$ cat src/rtl/cpu_instr_decode_queue.sv
`default_nettype none
// ============================================================================
// Module      : cpu_instr_decode_queue
// Description : Registered decode stage between fetch and issue. Each
//               {pc, instr} accepted on the input handshake is fully decoded
//               (RV32I/M/F, R/I/S/B/U/J/R4 formats) and stored in a
//               DEPTH-entry circular queue. The head entry is presented to
//               issue over a second valid/ready handshake.
// Ports       : clk, rst (sync, active high), flush
//               in_valid/in_ready/in_instr/in_pc      - fetch side
//               out_valid/out_ready/out_*            - issue side (head entry)
//               count                                 - occupancy
// Revision    : 1.0 - initial release
// ============================================================================

`ifndef CPU_INSTR_LENGTH
`define CPU_INSTR_LENGTH 32
`endif
`ifndef CPU_XLEN
`define CPU_XLEN 32
`endif
`ifndef CPU_GREGIDX_WIDTH
`define CPU_GREGIDX_WIDTH 5
`endif
`ifndef CPU_INSTR_DECODE_INFO_WIDTH
`define CPU_INSTR_DECODE_INFO_WIDTH 10
`endif
`ifndef CPU_INSTR_OPR_INVALID
`define CPU_INSTR_OPR_INVALID 5'b00000
`endif

module cpu_instr_decode_queue #(
    parameter int DEPTH    = 4,
    parameter int PC_WIDTH = 32,
    parameter int XLEN     = `CPU_XLEN
) (
    input  logic                                    clk,
    input  logic                                    rst,
    input  logic                                    flush,
    input  logic                                    in_valid,
    output logic                                    in_ready,
    input  logic [`CPU_INSTR_LENGTH-1:0]            in_instr,
    input  logic [PC_WIDTH-1:0]                     in_pc,
    output logic                                    out_valid,
    input  logic                                    out_ready,
    output logic [PC_WIDTH-1:0]                     out_pc,
    output logic [6:0]                              out_opcode,
    output logic [`CPU_GREGIDX_WIDTH-1:0]           out_rd_idx,
    output logic [`CPU_GREGIDX_WIDTH-1:0]           out_rs1_idx,
    output logic [`CPU_GREGIDX_WIDTH-1:0]           out_rs2_idx,
    output logic [`CPU_GREGIDX_WIDTH-1:0]           out_rs3_idx,
    output logic [XLEN-1:0]                         out_imm,
    output logic [9:0]                              out_funct,
    output logic [`CPU_INSTR_DECODE_INFO_WIDTH-1:0] out_dec_info,
    output logic [2:0]                              out_fp_rm,
    output logic [1:0]                              out_fp_fmt,
    output logic                                    out_illegal,
    output logic [$clog2(DEPTH):0]                  count
);

    localparam int AW = $clog2(DEPTH);
    localparam int CW = AW + 1;

    // Group codes (upper half of dec_info)
    localparam logic [4:0] c_GRP_INVALID = 5'd0;
    localparam logic [4:0] c_GRP_LUI     = 5'd1;
    localparam logic [4:0] c_GRP_AUIPC   = 5'd2;
    localparam logic [4:0] c_GRP_JAL     = 5'd3;
    localparam logic [4:0] c_GRP_JALR    = 5'd4;
    localparam logic [4:0] c_GRP_BCC     = 5'd5;
    localparam logic [4:0] c_GRP_LOAD    = 5'd6;
    localparam logic [4:0] c_GRP_STORE   = 5'd7;
    localparam logic [4:0] c_GRP_ALUI    = 5'd8;
    localparam logic [4:0] c_GRP_ALU     = 5'd9;
    localparam logic [4:0] c_GRP_MULDIV  = 5'd10;
    localparam logic [4:0] c_GRP_FENCE   = 5'd11;
    localparam logic [4:0] c_GRP_E_CSR   = 5'd12;
    localparam logic [4:0] c_GRP_F_FLW   = 5'd13;
    localparam logic [4:0] c_GRP_F_FSW   = 5'd14;
    localparam logic [4:0] c_GRP_F_FMADD = 5'd15;
    localparam logic [4:0] c_GRP_F_FMSUB = 5'd16;
    localparam logic [4:0] c_GRP_F_FNMSUB= 5'd17;
    localparam logic [4:0] c_GRP_F_FNMADD= 5'd18;
    localparam logic [4:0] c_GRP_F_FOPR  = 5'd19;

    // Operand-mask bits (lower half of dec_info)
    localparam logic [4:0] c_OPR_RS1 = 5'b00001;
    localparam logic [4:0] c_OPR_RS2 = 5'b00010;
    localparam logic [4:0] c_OPR_RS3 = 5'b00100;
    localparam logic [4:0] c_OPR_RD  = 5'b01000;
    localparam logic [4:0] c_OPR_IMM = 5'b10000;

    typedef enum logic [2:0] {
        FMT_NONE = 3'd0,
        FMT_R    = 3'd1,
        FMT_I    = 3'd2,
        FMT_S    = 3'd3,
        FMT_B    = 3'd4,
        FMT_U    = 3'd5,
        FMT_J    = 3'd6,
        FMT_R4   = 3'd7
    } fmt_t;

    typedef struct packed {
        logic [PC_WIDTH-1:0]                     pc;
        logic [`CPU_INSTR_LENGTH-1:0]            instr;
        logic [XLEN-1:0]                         imm;
        logic [9:0]                              funct;
        logic [`CPU_INSTR_DECODE_INFO_WIDTH-1:0] info;
        logic                                    illegal;
    } entry_t;

    // ------------------------------------------------------------------
    // Combinational decode of the incoming instruction
    // ------------------------------------------------------------------
    logic [4:0]      w_group;
    fmt_t            w_fmt;
    logic [XLEN-1:0] w_imm;
    logic [9:0]      w_funct;
    logic [4:0]      w_mask;
    logic [31:0]     w_i;

    assign w_i = in_instr;

    always_comb begin
        w_group = c_GRP_INVALID;
        w_fmt   = FMT_NONE;
        case (w_i[6:0])
            7'b0110111: begin w_group = c_GRP_LUI;      w_fmt = FMT_U;  end
            7'b0010111: begin w_group = c_GRP_AUIPC;    w_fmt = FMT_U;  end
            7'b1101111: begin w_group = c_GRP_JAL;      w_fmt = FMT_J;  end
            7'b1100111: begin w_group = c_GRP_JALR;     w_fmt = FMT_I;  end
            7'b1100011: begin w_group = c_GRP_BCC;      w_fmt = FMT_B;  end
            7'b0000011: begin w_group = c_GRP_LOAD;     w_fmt = FMT_I;  end
            7'b0100011: begin w_group = c_GRP_STORE;    w_fmt = FMT_S;  end
            7'b0010011: begin w_group = c_GRP_ALUI;     w_fmt = FMT_I;  end
            7'b0110011: begin
                w_group = w_i[25] ? c_GRP_MULDIV : c_GRP_ALU;
                w_fmt   = FMT_R;
            end
            7'b0001111: begin w_group = c_GRP_FENCE;    w_fmt = FMT_I;  end
            7'b1110011: begin w_group = c_GRP_E_CSR;    w_fmt = FMT_I;  end
            7'b0000111: begin w_group = c_GRP_F_FLW;    w_fmt = FMT_I;  end
            7'b0100111: begin w_group = c_GRP_F_FSW;    w_fmt = FMT_S;  end
            7'b1000011: begin w_group = c_GRP_F_FMADD;  w_fmt = FMT_R4; end
            7'b1000111: begin w_group = c_GRP_F_FMSUB;  w_fmt = FMT_R4; end
            7'b1001011: begin w_group = c_GRP_F_FNMSUB; w_fmt = FMT_R4; end
            7'b1001111: begin w_group = c_GRP_F_FNMADD; w_fmt = FMT_R4; end
            7'b1010011: begin w_group = c_GRP_F_FOPR;   w_fmt = FMT_R;  end
            default:    begin w_group = c_GRP_INVALID;  w_fmt = FMT_NONE; end
        endcase
        // Compressed-encoding space is not supported: treat as undecodable.
        if (w_i[1:0] != 2'b11) begin
            w_group = c_GRP_INVALID;
            w_fmt   = FMT_NONE;
        end
    end

    always_comb begin
        w_imm   = '0;
        w_funct = '0;
        w_mask  = `CPU_INSTR_OPR_INVALID;
        case (w_fmt)
            FMT_R: begin
                w_funct = {w_i[31:25], w_i[14:12]};
                w_mask  = c_OPR_RS1 | c_OPR_RS2 | c_OPR_RD;
            end
            FMT_I: begin
                w_imm   = {{(XLEN-12){w_i[31]}}, w_i[31:20]};
                w_funct = {7'b0, w_i[14:12]};
                w_mask  = c_OPR_RS1 | c_OPR_RD | c_OPR_IMM;
            end
            FMT_S: begin
                w_imm   = {{(XLEN-12){w_i[31]}}, w_i[31:25], w_i[11:7]};
                w_funct = {7'b0, w_i[14:12]};
                w_mask  = c_OPR_RS1 | c_OPR_RS2 | c_OPR_IMM;
            end
            FMT_B: begin
                w_imm   = {{(XLEN-13){w_i[31]}}, w_i[31], w_i[7], w_i[30:25], w_i[11:8], 1'b0};
                w_funct = {7'b0, w_i[14:12]};
                w_mask  = c_OPR_RS1 | c_OPR_RS2 | c_OPR_IMM;
            end
            FMT_U: begin
                w_imm   = {{(XLEN-31){w_i[31]}}, w_i[30:12], 12'b0};
                w_mask  = c_OPR_RD | c_OPR_IMM;
            end
            FMT_J: begin
                w_imm   = {{(XLEN-21){w_i[31]}}, w_i[31], w_i[19:12], w_i[20], w_i[30:21], 1'b0};
                w_mask  = c_OPR_RD | c_OPR_IMM;
            end
            FMT_R4: begin
                w_funct = {5'b0, w_i[26:25], w_i[14:12]};
                w_mask  = c_OPR_RS1 | c_OPR_RS2 | c_OPR_RS3 | c_OPR_RD;
            end
            default: begin
                w_imm   = '0;
                w_funct = '0;
                w_mask  = `CPU_INSTR_OPR_INVALID;
            end
        endcase
    end

    // ------------------------------------------------------------------
    // Circular queue
    // ------------------------------------------------------------------
    entry_t          r_mem [DEPTH];
    logic [AW-1:0]   r_wr_ptr;
    logic [AW-1:0]   r_rd_ptr;
    logic [CW-1:0]   r_count;
    logic            w_push;
    logic            w_pop;
    entry_t          w_new;
    entry_t          w_head;

    assign in_ready  = (r_count != CW'(DEPTH));
    assign out_valid = (r_count != '0);
    // in_ready is taken from the pre-edge count, so a full queue never
    // accepts even when the head pops in the same cycle.
    assign w_push    = in_valid && in_ready;
    assign w_pop     = out_valid && out_ready;

    assign w_new.pc      = in_pc;
    assign w_new.instr   = in_instr;
    assign w_new.imm     = w_imm;
    assign w_new.funct   = w_funct;
    assign w_new.info    = {w_group, w_mask};
    assign w_new.illegal = (w_group == c_GRP_INVALID);

    always_ff @(posedge clk) begin
        if (rst || flush) begin
            r_wr_ptr <= '0;
            r_rd_ptr <= '0;
            r_count  <= '0;
        end else begin
            if (w_push) begin
                r_wr_ptr <= r_wr_ptr + AW'(1);
            end
            if (w_pop) begin
                r_rd_ptr <= r_rd_ptr + AW'(1);
            end
            case ({w_push, w_pop})
                2'b10:   r_count <= r_count + CW'(1);
                2'b01:   r_count <= r_count - CW'(1);
                default: r_count <= r_count;
            endcase
        end
    end

    // Storage needs no reset: every output is gated by out_valid.
    always_ff @(posedge clk) begin
        if (!rst && !flush && w_push) begin
            r_mem[r_wr_ptr] <= w_new;
        end
    end

    assign w_head = out_valid ? r_mem[r_rd_ptr] : '0;

    assign count        = r_count;
    assign out_pc       = w_head.pc;
    assign out_opcode   = w_head.instr[6:0];
    assign out_rd_idx   = w_head.instr[11:7];
    assign out_rs1_idx  = w_head.instr[19:15];
    assign out_rs2_idx  = w_head.instr[24:20];
    assign out_rs3_idx  = w_head.instr[31:27];
    assign out_imm      = w_head.imm;
    assign out_funct    = w_head.funct;
    assign out_dec_info = w_head.info;
    assign out_fp_rm    = w_head.instr[14:12];
    assign out_fp_fmt   = w_head.instr[26:25];
    assign out_illegal  = w_head.illegal;

endmodule

`default_nettype wire

$ cat config.mk
export PLATFORM = sky130hd
export DESIGN_NAME = cpu_instr_decode_queue
export DESIGN_NICKNAME = d
export VERILOG_FILES = /design/src/rtl/cpu_instr_decode_queue.sv
export SDC_FILE = /design/constraint.sdc
export NUM_CORES = 1
export LEC_CHECK = 0
export CAP_MARGIN = 20
export CORE_MARGIN = 1
export CORE_UTILIZATION = 50
export CTS_BUF_LIST = sky130_fd_sc_hd__clkbuf_8
export DETAILED_ROUTE_END_ITERATION = 16
export PLACE_DENSITY = 0.8
export SETUP_SLACK_MARGIN = 0.02
export SLEW_MARGIN = 20
export SYNTH_ARGS = -nofsm -noshare
export SYNTH_HDL_FRONTEND = slang
export SYNTH_SLANG_ARGS = --single-unit
$ cat constraint.sdc
create_clock -name clk -period 6.26 [get_ports clk]
set_clock_uncertainty 0.2 [all_clocks]
set_input_delay 0.626 -clock clk [delete_from_list [all_inputs] [get_ports clk]]
set_output_delay 0.626 -clock clk [all_outputs]
set_load 0.01 [all_outputs]
==> results.cfg, run 1 <==
[status]
status = completed

[critical_path]
max_stage_delay_ps = 850
path_cells = buf_4, mux4_2, and2_1, clkdlybuf4s50_1
worst_ep_arrival_time_ps = 3370
worstSetupEndpointType = output pin
timing.critical_path.buf_inv = 2
worstPathRequired_ps = 5430
critPathTopFamily = buffers and inverters
start_kind = flip-flop
cp_slowest_cell = dfxtp_4
path_max_fanout = 37
path_class = flip-flop to output pin

[clock_tree]
cts_resized = 0
cts_root_buffer = clkbuf_8
clk_pin_slew_worst_paths_ps = 60
htree_levels = 3
cts.sinks = 477
clk_path_buf_depth = 3
clock_latency_ps = 590
post_cts_buffers = 0
cts_buffers = 78
holdBufCountCts = 0
cts_tree = built

[layout]
layout.cells.non_filler = 1748
drive_gt1_frac = 0.204
nFillCells = 2719
seq_area_um2 = 14200
final_nets = 1254
antenna_cells = 0
fin_area_um2 = 22900
area_growth_pct = 20.3
fin_util = 0.610
multi_input_area_um2 = 4520

[floorplanning]
die_h_um = 197
start_util = 0.508
die_w_um = 197
die_area_um2 = 38900
core_area_um2 = 37600
rows = 71
pin_count = 191

[timing]
relSlewSlack = 0.293
period_share = 0.670
holdWs_ps = 340
setup_viol = 0
worst_pin_slew_ps = 1060
finalHoldViolCount = 0
fmax_ghz = 0.238
rsz0062_at_grt = no
layout_min_cycle_time_ps = 4200
drv_slew = 0
tns_ps = 0

[synth]
yosysTopAreaCellShare = 0.737
synth.distinct_cells = 57
yosys_most_used_dff = edfxtp_1
avgSynthCellArea_um2 = 20.0
synth-edff-count = 468
netlist_area_um2 = 19100
ys_seq_area_frac = 0.746
ys_seq_elements = 477
netlist_top_cells_count = edfxtp_1 (468), and2_1 (139), mux4_2 (117), buf_2 (25), nor2_1 (22)
async_flop_share = 0
synthTopCellsByArea = edfxtp_1 (74%), mux4_2 (14%), and2_1 (4.6%)
syn_inst = 952
synth.largest_area_cell = edfxtp_1
synth.most_common_cell = edfxtp_1
yosys_warnings = 0
syn_nets = 1027

[route]
routed_wl_mm = 39.7
wl_met1_mm = 17.1
dr_wl_met2_mm = 19.2
drtIter0Drc = 612
ant_nets = 0
vias = 9778
post-route-drc-count = 0
route.met3.wl_mm = 2.73
via_per_inst = 5.59
top_layer = met5
routedWlPerCell_um = 22.7
firstDrtPassIters = 5

[run]
drv_cap = 0

[power]
leakagePower_uw = 0.00749
cellPowerDensity_nw_per_um2 = 279
vdd_drop_max_mv = 0.174

[placed_design]
placed_area_um2 = 21500
place_congestion = 0.805
portBuffers = 190
dp_cells = 1610
detailed_place_hpwl_mm = 23.0

[min_path]
min_path_type = flip-flop to flip-flop

[global_route]
grt_pass1_wl_mm = 59.7
grt_start_max_net_pins = 81
antenna_found_initial = 2
track_usage = 0.208
overflow = 0
grt_pass1_vias = 10200
[power breakdown]
part | internal (µW) | switching (µW) | leakage, µW | total (µW)
registers | 3530 | 10.6 | 0.00432 | 3540
clock network | 1320 | 1190 | 0.000825 | 2510
logic | 172 | 187 | 0.00234 | 359
total | 5010 | 1390 | 0.00749 | 6400
[kinds of logic (layout without fill, tap and decap cells)]
family	after synthesis	after routing	synth area share
AOI/OAI and AO/OA	68	68	0.0251
xor gates and xnor gates	6	6	0.00276
adders and majority gates	6	6	0.00433
buffers and inverters	67	352	0.0176
DFF	477	477	0.746
muxes	119	119	0.139
and+or+nand+nor	209	209	0.0647
[state kept, by name, summed over array words and instances (netlist names), named ones only]
name,cells
r_mem,468
count,3
r_rd_ptr,2
r_wr_ptr,2
[path summary, 6_finish.rpt]
kind	cells after the start	startpoint	end	slack (ps)
max	4	flip-flop	out_funct[9]	2060
min	2	r_wr_ptr[1]	r_wr_ptr[1]	340
max reg2reg	8	count[1]	count[2]	3310
min reg2reg	2	r_wr_ptr[1]	r_wr_ptr[1]	340
[per-layer routing]
| layer | up-vias | GRT usage |
|---|---|---|
| li1 | 4274 | - |
| met1 | 5081 | 0.289 |
| met2 | 364 | 0.326 |
| met3 | 55 | 0.0512 |
| met4 | 4 | 0.0672 |
| met5 | - | 0 |
[cell type report]
cell class                 count  share of cell area
tap                          511              0.0279
multi-input combinational    408               0.197
inverter                       9             0.00147
clock inverter                58              0.0147
clock buffer                  80              0.0480
sequential                   477               0.621
timing repair buffer         205              0.0900
[cell usage in the layout (no fill, tap or decap), drive strengths merged, types with 3 or more instances in the layout]
cell,count
clkinvlp,4
bufinv,3
buf,15
nor2b,3
nand2b,5
nand3,4
a21o,19
inv,33
a22o,5
and2,139
mux4,117
xor2,4
o21a,3
nand2,15
nor3,5
ha,5
clkbuf,80
clkdlybuf4s50,190
clkinv,27
a21oi,16
dfxtp,9
a211oi,3
edfxtp,468
o21ai,7
nor2,22
[through the flow]
stage	total power (µW)	setup slack, ps
after global placement	3950	2600
after global routing	6630	1810
after detailed placement	3970	2590
after floorplan	3770	1600
after CTS	6460	1930
final	6400	2060
[tightest hold or removal path, cell delays in order (launching register included)]
cell and delay, ps:
dfxtp_1 350, nand2_1 80, a21oi_1 60
(Power assumes the default switching activity.)
==> run 2, diff against run 1 <==
==> constraint.sdc (replaced) <==
create_clock -name clk -period 4.3 [get_ports clk]
set_clock_uncertainty 0.2 [all_clocks]
set_input_delay 0.43 -clock clk [delete_from_list [all_inputs] [get_ports clk]]
set_output_delay 0.43 -clock clk [all_outputs]
set_load 0.01 [all_outputs]
==> results.cfg, run 2 (synthesis results as in run 1) <==
[clock_tree]
holdBufCountCts = 0
cts_resized = 0
cts.sinks = 477
cts_tree = built
cts_root_buffer = clkbuf_8
post_cts_buffers = 0
htree_levels = 3
clk_pin_slew_worst_paths_ps = 60
clk_path_buf_depth = 3
cts_buffers = 76
clock_latency_ps = 610

[critical_path]
worst_ep_arrival_time_ps = 3030
critPathTopFamily = buffers and inverters
path_cells = buf_4, mux4_2, and2_1, clkdlybuf4s50_1
timing.critical_path.buf_inv = 2
start_kind = flip-flop
reg2reg_slack_ps = 1450
ff2ff_path_depth = 8
path_class = flip-flop to output pin
worstReg2RegStart = count[1]
max_stage_delay_ps = 660
cp_slowest_cell = dfxtp_4
r2r_end = count[2]
worstSetupEndpointType = output pin
path_max_fanout = 21
worstPathRequired_ps = 3670

[placed_design]
portBuffers = 190
detailed_place_hpwl_mm = 24.3
place_congestion = 0.824
placed_area_um2 = 21700
dp_cells = 1620

[route]
routed_wl_mm = 39.9
firstDrtPassIters = 5
routedWlPerCell_um = 22.7
drtIter0Drc = 654
ant_nets = 0
vias = 9850
via_per_inst = 5.61
post-route-drc-count = 0

[global_route]
grt_pass1_wl_mm = 59.3
grt_pass1_vias = 10000
grt_start_max_net_pins = 72
overflow = 0
antenna_found_initial = 2
track_usage = 0.209

[layout]
largest_reg_flops = 468
final_common_cell = edfxtp_1
area_growth_pct = 20.9
drive_gt1_frac = 0.206
most-common-layout-cells = edfxtp_1 (468), clkdlybuf4s50_1 (190), and2_1 (135)
max_flop_register = r_mem
fin_util = 0.614
layout.cells.non_filler = 1757
antenna_cells = 0
final_nets = 1262
fin_area_um2 = 23100

[floorplanning]
die_h_um = 197
die_area_um2 = 38900
start_util = 0.508
die_w_um = 197
pin_count = 191
core_area_um2 = 37600
rows = 71

[timing]
worst_pin_slew_ps = 940
relSlewSlack = 0.371
period_share = 0.851
finalHoldViolCount = 0
rsz0062_at_grt = no
fmax_ghz = 0.273
layout_min_cycle_time_ps = 3660
setup_viol = 0
tns_ps = 0
drv_slew = 0

[min_path]
min_path_type = input pin to flip-flop
worstHoldEndpoint = r_mem[2][100]
worstHoldStart = in_pc[15]
whs_path_depth = 1

[power]
leakagePower_uw = 0.00754
clkPwrFrac = 0.384
vdd_drop_max_mv = 0.309
switchingPower_uw = 1990
cellPowerDensity_nw_per_um2 = 399
power_uw = 9210
p_sw_frac = 0.217
power.internal_uw = 7210
seq_power_share = 0.559
power.share.combinational = 0.058

[run]
drv_cap = 0

[status]
status = completed
## run 2: per-stage QoR
stage	worst slack (ps)	hold WS [ps]
4_1_cts	506	183
3_5_place_dp	974	301
2_1_floorplan	1150	269
3_3_place_gp	1110	286
5_1_grt	416	229
6_report	642	251
## run 2: worst max-delay path by stage
stage,from,to,slack [ps],cells past startpoint
2_1_floorplan,flush,r_mem[0][0],1150,4
3_3_place_gp,in_instr[6],r_mem[0][30],1110,5
3_5_place_dp,in_instr[6],r_mem[0][4],970,5
4_1_cts,flip-flop,out_dec_info[4],510,4
5_1_grt,flip-flop,out_funct[9],420,4
6_report,flip-flop,out_dec_info[4],640,4
## run 2: power by group through the flow
stage	sequential [µW]	clock (µW)	combinational (µW)
finish	5150	3530	530
global route	5150	3790	571
CTS	5150	3640	536
detailed placement	5240	0	533
global placement	5240	0	523
floorplan	5240	0	252
## run 2: routing by layer
metal | vias to the layer above | track usage | share of wire
met5 | - | 0 | 0
met2 | 461 | 0.332 | 0.49
li1 | 4297 | - | -
met4 | 0 | 0.0861 | 0.027
met1 | 5022 | 0.277 | 0.40
met3 | 70 | 0.0519 | 0.086
## run 2: area by class of cell
type / count / area (µm²)
repair buffers: 215 / 2230
well taps: 511 / 639
clock inverters: 55 / 270
flip-flops and latches: 477 / 14200
inverters: 9 / 33.8
clock buffers: 82 / 1130
multi-input cells: 408 / 4520
fillers: 2599 / 14500
==> run 3, diff against run 2 <==
--- a/config.mk
+++ b/config.mk
@@ -11,7 +11,7 @@
 export CTS_BUF_LIST = sky130_fd_sc_hd__clkbuf_8
 export DETAILED_ROUTE_END_ITERATION = 16
 export PLACE_DENSITY = 0.8
-export SETUP_SLACK_MARGIN = 0.02
+export SETUP_SLACK_MARGIN = 0.15
 export SLEW_MARGIN = 20
 export SYNTH_ARGS = -nofsm -noshare
 export SYNTH_HDL_FRONTEND = slang
==> results of run 3 <==
The final DEF is identical to that of run 2; final timing and power are the same.
